<file path="src/rtl/fifo_reader_if.sv">
// rtl/fifo_reader_if.sv - FIFO read port and downstream valid/ready stream used by fifo_reader
interface fifo_reader_if #(
    parameter int DATA_WIDTH = 32,
    parameter int CNT_WIDTH  = 4
);
    logic                  empty;
    logic [CNT_WIDTH-1:0]  data_count;
    logic                  rd_ack;
    logic                  rd_err;
    logic [DATA_WIDTH-1:0] d_in;
    logic                  rd_en;
    logic                  m_valid;
    logic [DATA_WIDTH-1:0] m_data;
    logic                  m_ready;

    // The reader owns rd_en and the downstream stream; FIFO and consumer sit on the slave side.
    modport master (
        input  empty, data_count, rd_ack, rd_err, d_in, m_ready,
        output rd_en, m_valid, m_data
    );
    modport slave (
        output empty, data_count, rd_ack, rd_err, d_in, m_ready,
        input  rd_en, m_valid, m_data
    );
endinterface

</file>
<file path="src/rtl/fifo_reader.sv">
// rtl/fifo_reader.sv - FIFO read controller with 2-entry skid buffer; FIFO_READER_WORDCNT_EN adds a delivered-word counter
module fifo_reader #(
    parameter int DATA_WIDTH = 32,
    parameter int CNT_WIDTH  = 4
) (
    input  logic          clk,
    input  logic          reset_n,
    input  logic          en,
    input  logic          clr_err,
    output logic [1:0]    state,
    output logic [15:0]   word_cnt,
    fifo_reader_if.master bus
);
    typedef enum logic [1:0] {
        ST_IDLE   = 2'b00,
        ST_ACTIVE = 2'b01,
        ST_STALL  = 2'b10,
        ST_ERROR  = 2'b11
    } state_t;

    state_t                cur_state;
    state_t                nxt_state;
    logic [1:0]            skid_count;
    logic                  inflight;
    logic [DATA_WIDTH-1:0] skid_head;
    logic [DATA_WIDTH-1:0] skid_tail;
    logic                  pop;
    logic                  push;
    logic                  err_cond;
    logic [2:0]            occupancy;
    logic                  unused_data_count;

    assign pop       = bus.m_valid & bus.m_ready;
    // Words already buffered or on their way, after this cycle's pop; never exceed the 2 skid slots.
    assign occupancy = {1'b0, skid_count} + {2'b00, inflight} - {2'b00, pop};
    assign bus.rd_en = reset_n & en & ~bus.empty & (cur_state != ST_ERROR) & (occupancy < 3'd2);
    assign push      = bus.rd_ack & ((skid_count != 2'd2) | pop);
    assign err_cond  = bus.rd_err | (bus.rd_ack & ~inflight);

    assign bus.m_valid       = (skid_count != 2'd0);
    assign bus.m_data        = skid_head;
    assign state             = cur_state;
    assign unused_data_count = ^bus.data_count;

    always_ff @(posedge clk or negedge reset_n) begin
        if (!reset_n) begin
            skid_count <= 2'd0;
            inflight   <= 1'b0;
            skid_head  <= '0;
            skid_tail  <= '0;
        end else begin
            inflight <= bus.rd_en;
            case ({push, pop})
                2'b10: begin
                    if (skid_count == 2'd0) skid_head <= bus.d_in;
                    else                    skid_tail <= bus.d_in;
                    skid_count <= skid_count + 2'd1;
                end
                2'b01: begin
                    skid_head  <= skid_tail;
                    skid_count <= skid_count - 2'd1;
                end
                2'b11: begin
                    if (skid_count == 2'd1) begin
                        skid_head <= bus.d_in;
                    end else begin
                        skid_head <= skid_tail;
                        skid_tail <= bus.d_in;
                    end
                end
                default: ;
            endcase
        end
    end

    always_ff @(posedge clk or negedge reset_n) begin
        if (!reset_n) cur_state <= ST_IDLE;
        else          cur_state <= nxt_state;
    end

    always_comb begin
        nxt_state = cur_state;
        if (err_cond) begin
            nxt_state = ST_ERROR;
        end else if (cur_state == ST_ERROR) begin
            if (clr_err) nxt_state = ST_IDLE;
        end else if ((skid_count == 2'd2) && !bus.m_ready) begin
            nxt_state = ST_STALL;
        end else if (bus.rd_en || (skid_count != 2'd0)) begin
            nxt_state = ST_ACTIVE;
        end else begin
            nxt_state = ST_IDLE;
        end
    end

`ifdef FIFO_READER_WORDCNT_EN
    logic [15:0] word_cnt_q;

    // Survives clr_err on purpose: only reset clears the delivered count.
    always_ff @(posedge clk or negedge reset_n) begin
        if (!reset_n)  word_cnt_q <= 16'd0;
        else if (pop)  word_cnt_q <= word_cnt_q + 16'd1;
    end

    assign word_cnt = word_cnt_q;
`else
    assign word_cnt = 16'd0;
`endif

endmodule
</file>
<file path="src/flat_wrapper.sv">
// flat-port wrapper written by rule: the top's interface ports become plain ports
module fifo_reader_flat 
#(
    parameter int DATA_WIDTH = 32,
    parameter int CNT_WIDTH  = 4
)
  (clk, reset_n, en, clr_err, state, word_cnt, bus_empty, bus_data_count, bus_rd_ack, bus_rd_err, bus_d_in, bus_m_ready, bus_rd_en, bus_m_valid, bus_m_data);
  fifo_reader_if #(.DATA_WIDTH(DATA_WIDTH), .CNT_WIDTH(CNT_WIDTH)) bus_i ();
  input  logic clk;
  input  logic reset_n;
  input  logic en;
  input  logic clr_err;
  output logic [1:0] state;
  output logic [15:0] word_cnt;
  input wire logic [$bits(bus_i.empty)-1:0] bus_empty;
  input wire logic [$bits(bus_i.data_count)-1:0] bus_data_count;
  input wire logic [$bits(bus_i.rd_ack)-1:0] bus_rd_ack;
  input wire logic [$bits(bus_i.rd_err)-1:0] bus_rd_err;
  input wire logic [$bits(bus_i.d_in)-1:0] bus_d_in;
  input wire logic [$bits(bus_i.m_ready)-1:0] bus_m_ready;
  output wire logic [$bits(bus_i.rd_en)-1:0] bus_rd_en;
  output wire logic [$bits(bus_i.m_valid)-1:0] bus_m_valid;
  output wire logic [$bits(bus_i.m_data)-1:0] bus_m_data;
  assign bus_i.empty = bus_empty;
  assign bus_i.data_count = bus_data_count;
  assign bus_i.rd_ack = bus_rd_ack;
  assign bus_i.rd_err = bus_rd_err;
  assign bus_i.d_in = bus_d_in;
  assign bus_i.m_ready = bus_m_ready;
  assign bus_rd_en = bus_i.rd_en;
  assign bus_m_valid = bus_i.m_valid;
  assign bus_m_data = bus_i.m_data;
  fifo_reader #(.DATA_WIDTH(DATA_WIDTH), .CNT_WIDTH(CNT_WIDTH)) u_core (.clk(clk), .reset_n(reset_n), .en(en), .clr_err(clr_err), .state(state), .word_cnt(word_cnt), .bus(bus_i));
endmodule
</file>
<file path="config.mk">
export PLATFORM = sky130hd
export DESIGN_NAME = fifo_reader_flat
export DESIGN_NICKNAME = d
export VERILOG_FILES = /design/src/rtl/fifo_reader_if.sv /design/src/rtl/fifo_reader.sv /design/src/flat_wrapper.sv
export SDC_FILE = /design/constraint.sdc
export NUM_CORES = 1
export LEC_CHECK = 0
export ABC_CLOCK_PERIOD_IN_PS = 3100
export BUFFER_PORTS_ARGS = -buffer_cell sky130_fd_sc_hd__clkbuf_2
export CORE_MARGIN = 2
export CORE_UTILIZATION = 45
export DETAILED_ROUTE_END_ITERATION = 10
export PLACE_DENSITY = 0.78
export RECOVER_POWER = 100
export SLEW_MARGIN = 10
export SYNTH_ARGS = -nofsm -noshare
export SYNTH_HDL_FRONTEND = slang
export SYNTH_SLANG_ARGS = --single-unit
</file>
<file path="constraint.sdc">
create_clock -name clk -period 3.1 [get_ports clk]
set_input_delay 0 -clock clk [delete_from_list [all_inputs] [get_ports clk]]
set_output_delay 0 -clock clk [all_outputs]
set_load 0.02 [all_outputs]
</file>
==> out/metrics.csv <==
metric,value,unit
clock transition at the registers of the reported paths,0.07,ns
largest net degree at the start of global routing,39,
Synth top area share,0.5231,
post-synthesis instance total,265,
share of cells above drive strength 1,0.1732,
average cell area after synthesis,12.46,um2
Slew Limit Fails,34,
Hold Path Origin,clr_err,
cell taking the most area after synthesis,dfrtp_1,
first-pass GRT wire length,10.87,mm
Multi-input gate area,1281,um2
min cycle time layout,2.763,ns
post-cts resize count,0,
initial DRC count,79,
drt pass-1 iters,4,
"delay-heaviest family, CP",simple AND/OR/NAND/NOR gates,
Rel. slew slack,-0.1986,
crit-path cells,inv_1 -> ha_1 -> nand2b_1 -> nor2_1 -> o21ai_0 -> fa_1 -> and4b_1 -> and3_1 -> clkbuf_2,
clk_skew,0.008593,ns
crit-path max FO,6,
placed inst area,3670,um2
CTS Sinks,69,
crit path DAT,2.76,ns
ANT nets after route,0,
Num CTS Buffers,9,
H-Tree Depth,3,
Leak,1.944,nW
final setup vio count,0,
die width,89.65,um
IO Port Bufs,75,
routed wire length,6.606,mm
# IOs,96,
ys async rst share,1.000,
Mapped Area,3301,um2
most frequent cell after synthesis,dfrtp_1,
critical path's slowest cell,fa_1,
Bufs and invs on worst path,2,
Stages on worst setup path,9,
via count,2250,
GP Congestion,0.7325,
Area contributors post-synth,"dfrtp_1, mux2_4, mux2i_1",
WHS,0.03667,ns
switching share of total power,0.3781,
final hold vios,0,
actual slew at the worst max-slew pin,1.798,ns
Worst setup EP type,output pin,
Synth Register Bits,69,
CTS tree,yes,
CTS max path bufs,2,
aggregate global-route resource usage,0.1795,
Worst R2R End,u_core.state[0],
# DRC,0,
Finished Cell Area,4134,um2
Worst Hold Class,primary input to flop,
# fillers,630,
unrepaired setup endpoints after global routing,no,
vias in the first global route,2412,
worst skew pair latency,0.34,ns
Max Cap Viol,1,
ant diodes,0,
vias per inst,4.688,
Final HPWL DP,4.292,mm
most common library cells after synthesis,"dfrtp_1, nor2_1, a21oi_1, mux2i_1, mux2_4",
post-synthesis cell type count,27,
max incr delay on CP,0.49,ns
top_reg_cell synth,dfrtp_1,
Min-Delay Endpoint,u_core.state[0],
GRT overflow,0,
outcome,"complete, but fails checks",
Seq pwr share,0.387,
combinational share of power,0.392,
Peak Freq,362.0,MHz
post-CTS setup buffer count,0,
total negative slack,0,ns
Hold Path Stages,4,
Rows,31,
area delta synth->final,25.25,%
Post-synth EDFFs,0,
period utilization,0.8912,
power share of the clock group,0.221,
Syn. warnings,0,
routed len/inst,13.76,um
Root Driver,clkbuf_8,
"Seq/Total Area, Yosys",0.5231,
sequential cell area,1727,um2
initial antenna violation count,0,
r2r worst-path depth,10,
Crit Path Class,flop to output pin,
Nets,424,
die area,8036,um2
failing checks,"capacitance limit, slew limit",
R2R setup slack,0.52,ns
internal power,0.002577,W
Pwr Density,1003,nW/um2
sw power,0.001567,W
maximum resistive drop on vdd,0.4796,mV
"Req. time, crit path",3.10,ns
startpoint types,flop,
Core Footprint,7176,um2
Die H,89.65,um
R2R Path Start,u_core.skid_count[1],
Initial Utilization,0.4600,
## worst max path at each step
stage	start	to	slack, ns
6_report	u_core.skid_count[1]	bus_rd_en	0.34
5_1_grt	u_core.skid_count[1]	bus_rd_en	0.13
4_1_cts	u_core.skid_count[1]	bus_rd_en	0.37
3_5_place_dp	u_core.skid_count[1]	u_core.state[0]	0.60
3_3_place_gp	u_core.skid_count[1]	u_core.state[0]	0.70
2_1_floorplan	u_core.skid_count[1]	u_core.state[0]	0.70
## sequential cells by signal, indices dropped and copies added (netlist names)
register and count:
u_core.bus.m_data 32, u_core.skid_tail 32, u_core.skid_count 2, u_core.state 2
u_core.inflight 1
## cells by family (layout without fill, tap and decap cells)
logic type / count (synthesis) / count (layout) / synth area share
compound gates: 42 / 42 / 0.06861
xor+xnor: 2 / 2 / 0.005308
fa+ha+maj: 4 / 4 / 0.01744
buf+inv: 34 / 135 / 0.07430
flops: 69 / 69 / 0.5231
mux: 65 / 65 / 0.2434
other cells: 1 / 16 / 0.001136
simple gates: 48 / 48 / 0.06672
## tightest hold or removal path: cells and delay by family
kind	cells	cell delay, ns
compound gates	1	0.09
buf+inv	1	0.08
simple gates	2	0.15
## through the flow
step,total power [W],cells,worst slack [ns],utilization
finish,0.004144,480,0.3373,0.5761
global route,0.004452,480,0.1266,0.5761
CTS,0.004463,480,0.3703,0.5976
detailed placement,0.003486,428,0.6028,0.5114
global placement,0.003401,428,0.7017,0.5114
floorplan,0.003035,280,0.6969,-
## repair_timing
action                                  4_1_cts  5_1_grt
hold buffers                                 36        0
endpoints found under the setup margin        0        0
hold endpoints to repair                     91        0
## final cells by class
type                            instances  area share
Multi-Input combinational cell        177      0.3099
Clock inverter                          5     0.02573
Tap cell                               99     0.02996
Sequential cell                        69      0.4177
Timing Repair Buffer                  115      0.1765
Inverter                                4    0.003632
Clock buffer                           11     0.03662
## metal layers
metal,global-route usage,share of wire,vias up
li1,-,-,1097
met2,0.3235,0.53,56
met5,0,0,-
met4,0.07734,0.020,0
met3,0.03382,0.039,14
met1,0.2072,0.41,1083
## power groups by stage
| stage | logic [W] | clock network, W | registers (W) |
|---|---|---|---|
| 6_report | 0.00163 | 0.000915 | 0.00160 |
| 5_1_grt | 0.00182 | 0.000977 | 0.00166 |
| 4_1_cts | 0.00191 | 0.000942 | 0.00161 |
| 3_5_place_dp | 0.00187 | 0 | 0.00162 |
| 3_3_place_gp | 0.00181 | 0 | 0.00159 |
| 2_1_floorplan | 0.00121 | 0 | 0.00183 |
## placed cells by master, fill, tap and decap left out, types with 4 or more instances in the layout
cell type / instances
clkbuf_2: 39
clkbuf_1: 37
mux2i_1: 33
nand2_1: 4
clkbuf_8: 11
conb_1: 16
dfrtp_1: 69
inv_1: 4
dlygate4sd3_1: 36
nor2_1: 37
mux2_1: 27
a21oi_1: 36
Note: power is estimated with default switching activity, not from simulation.
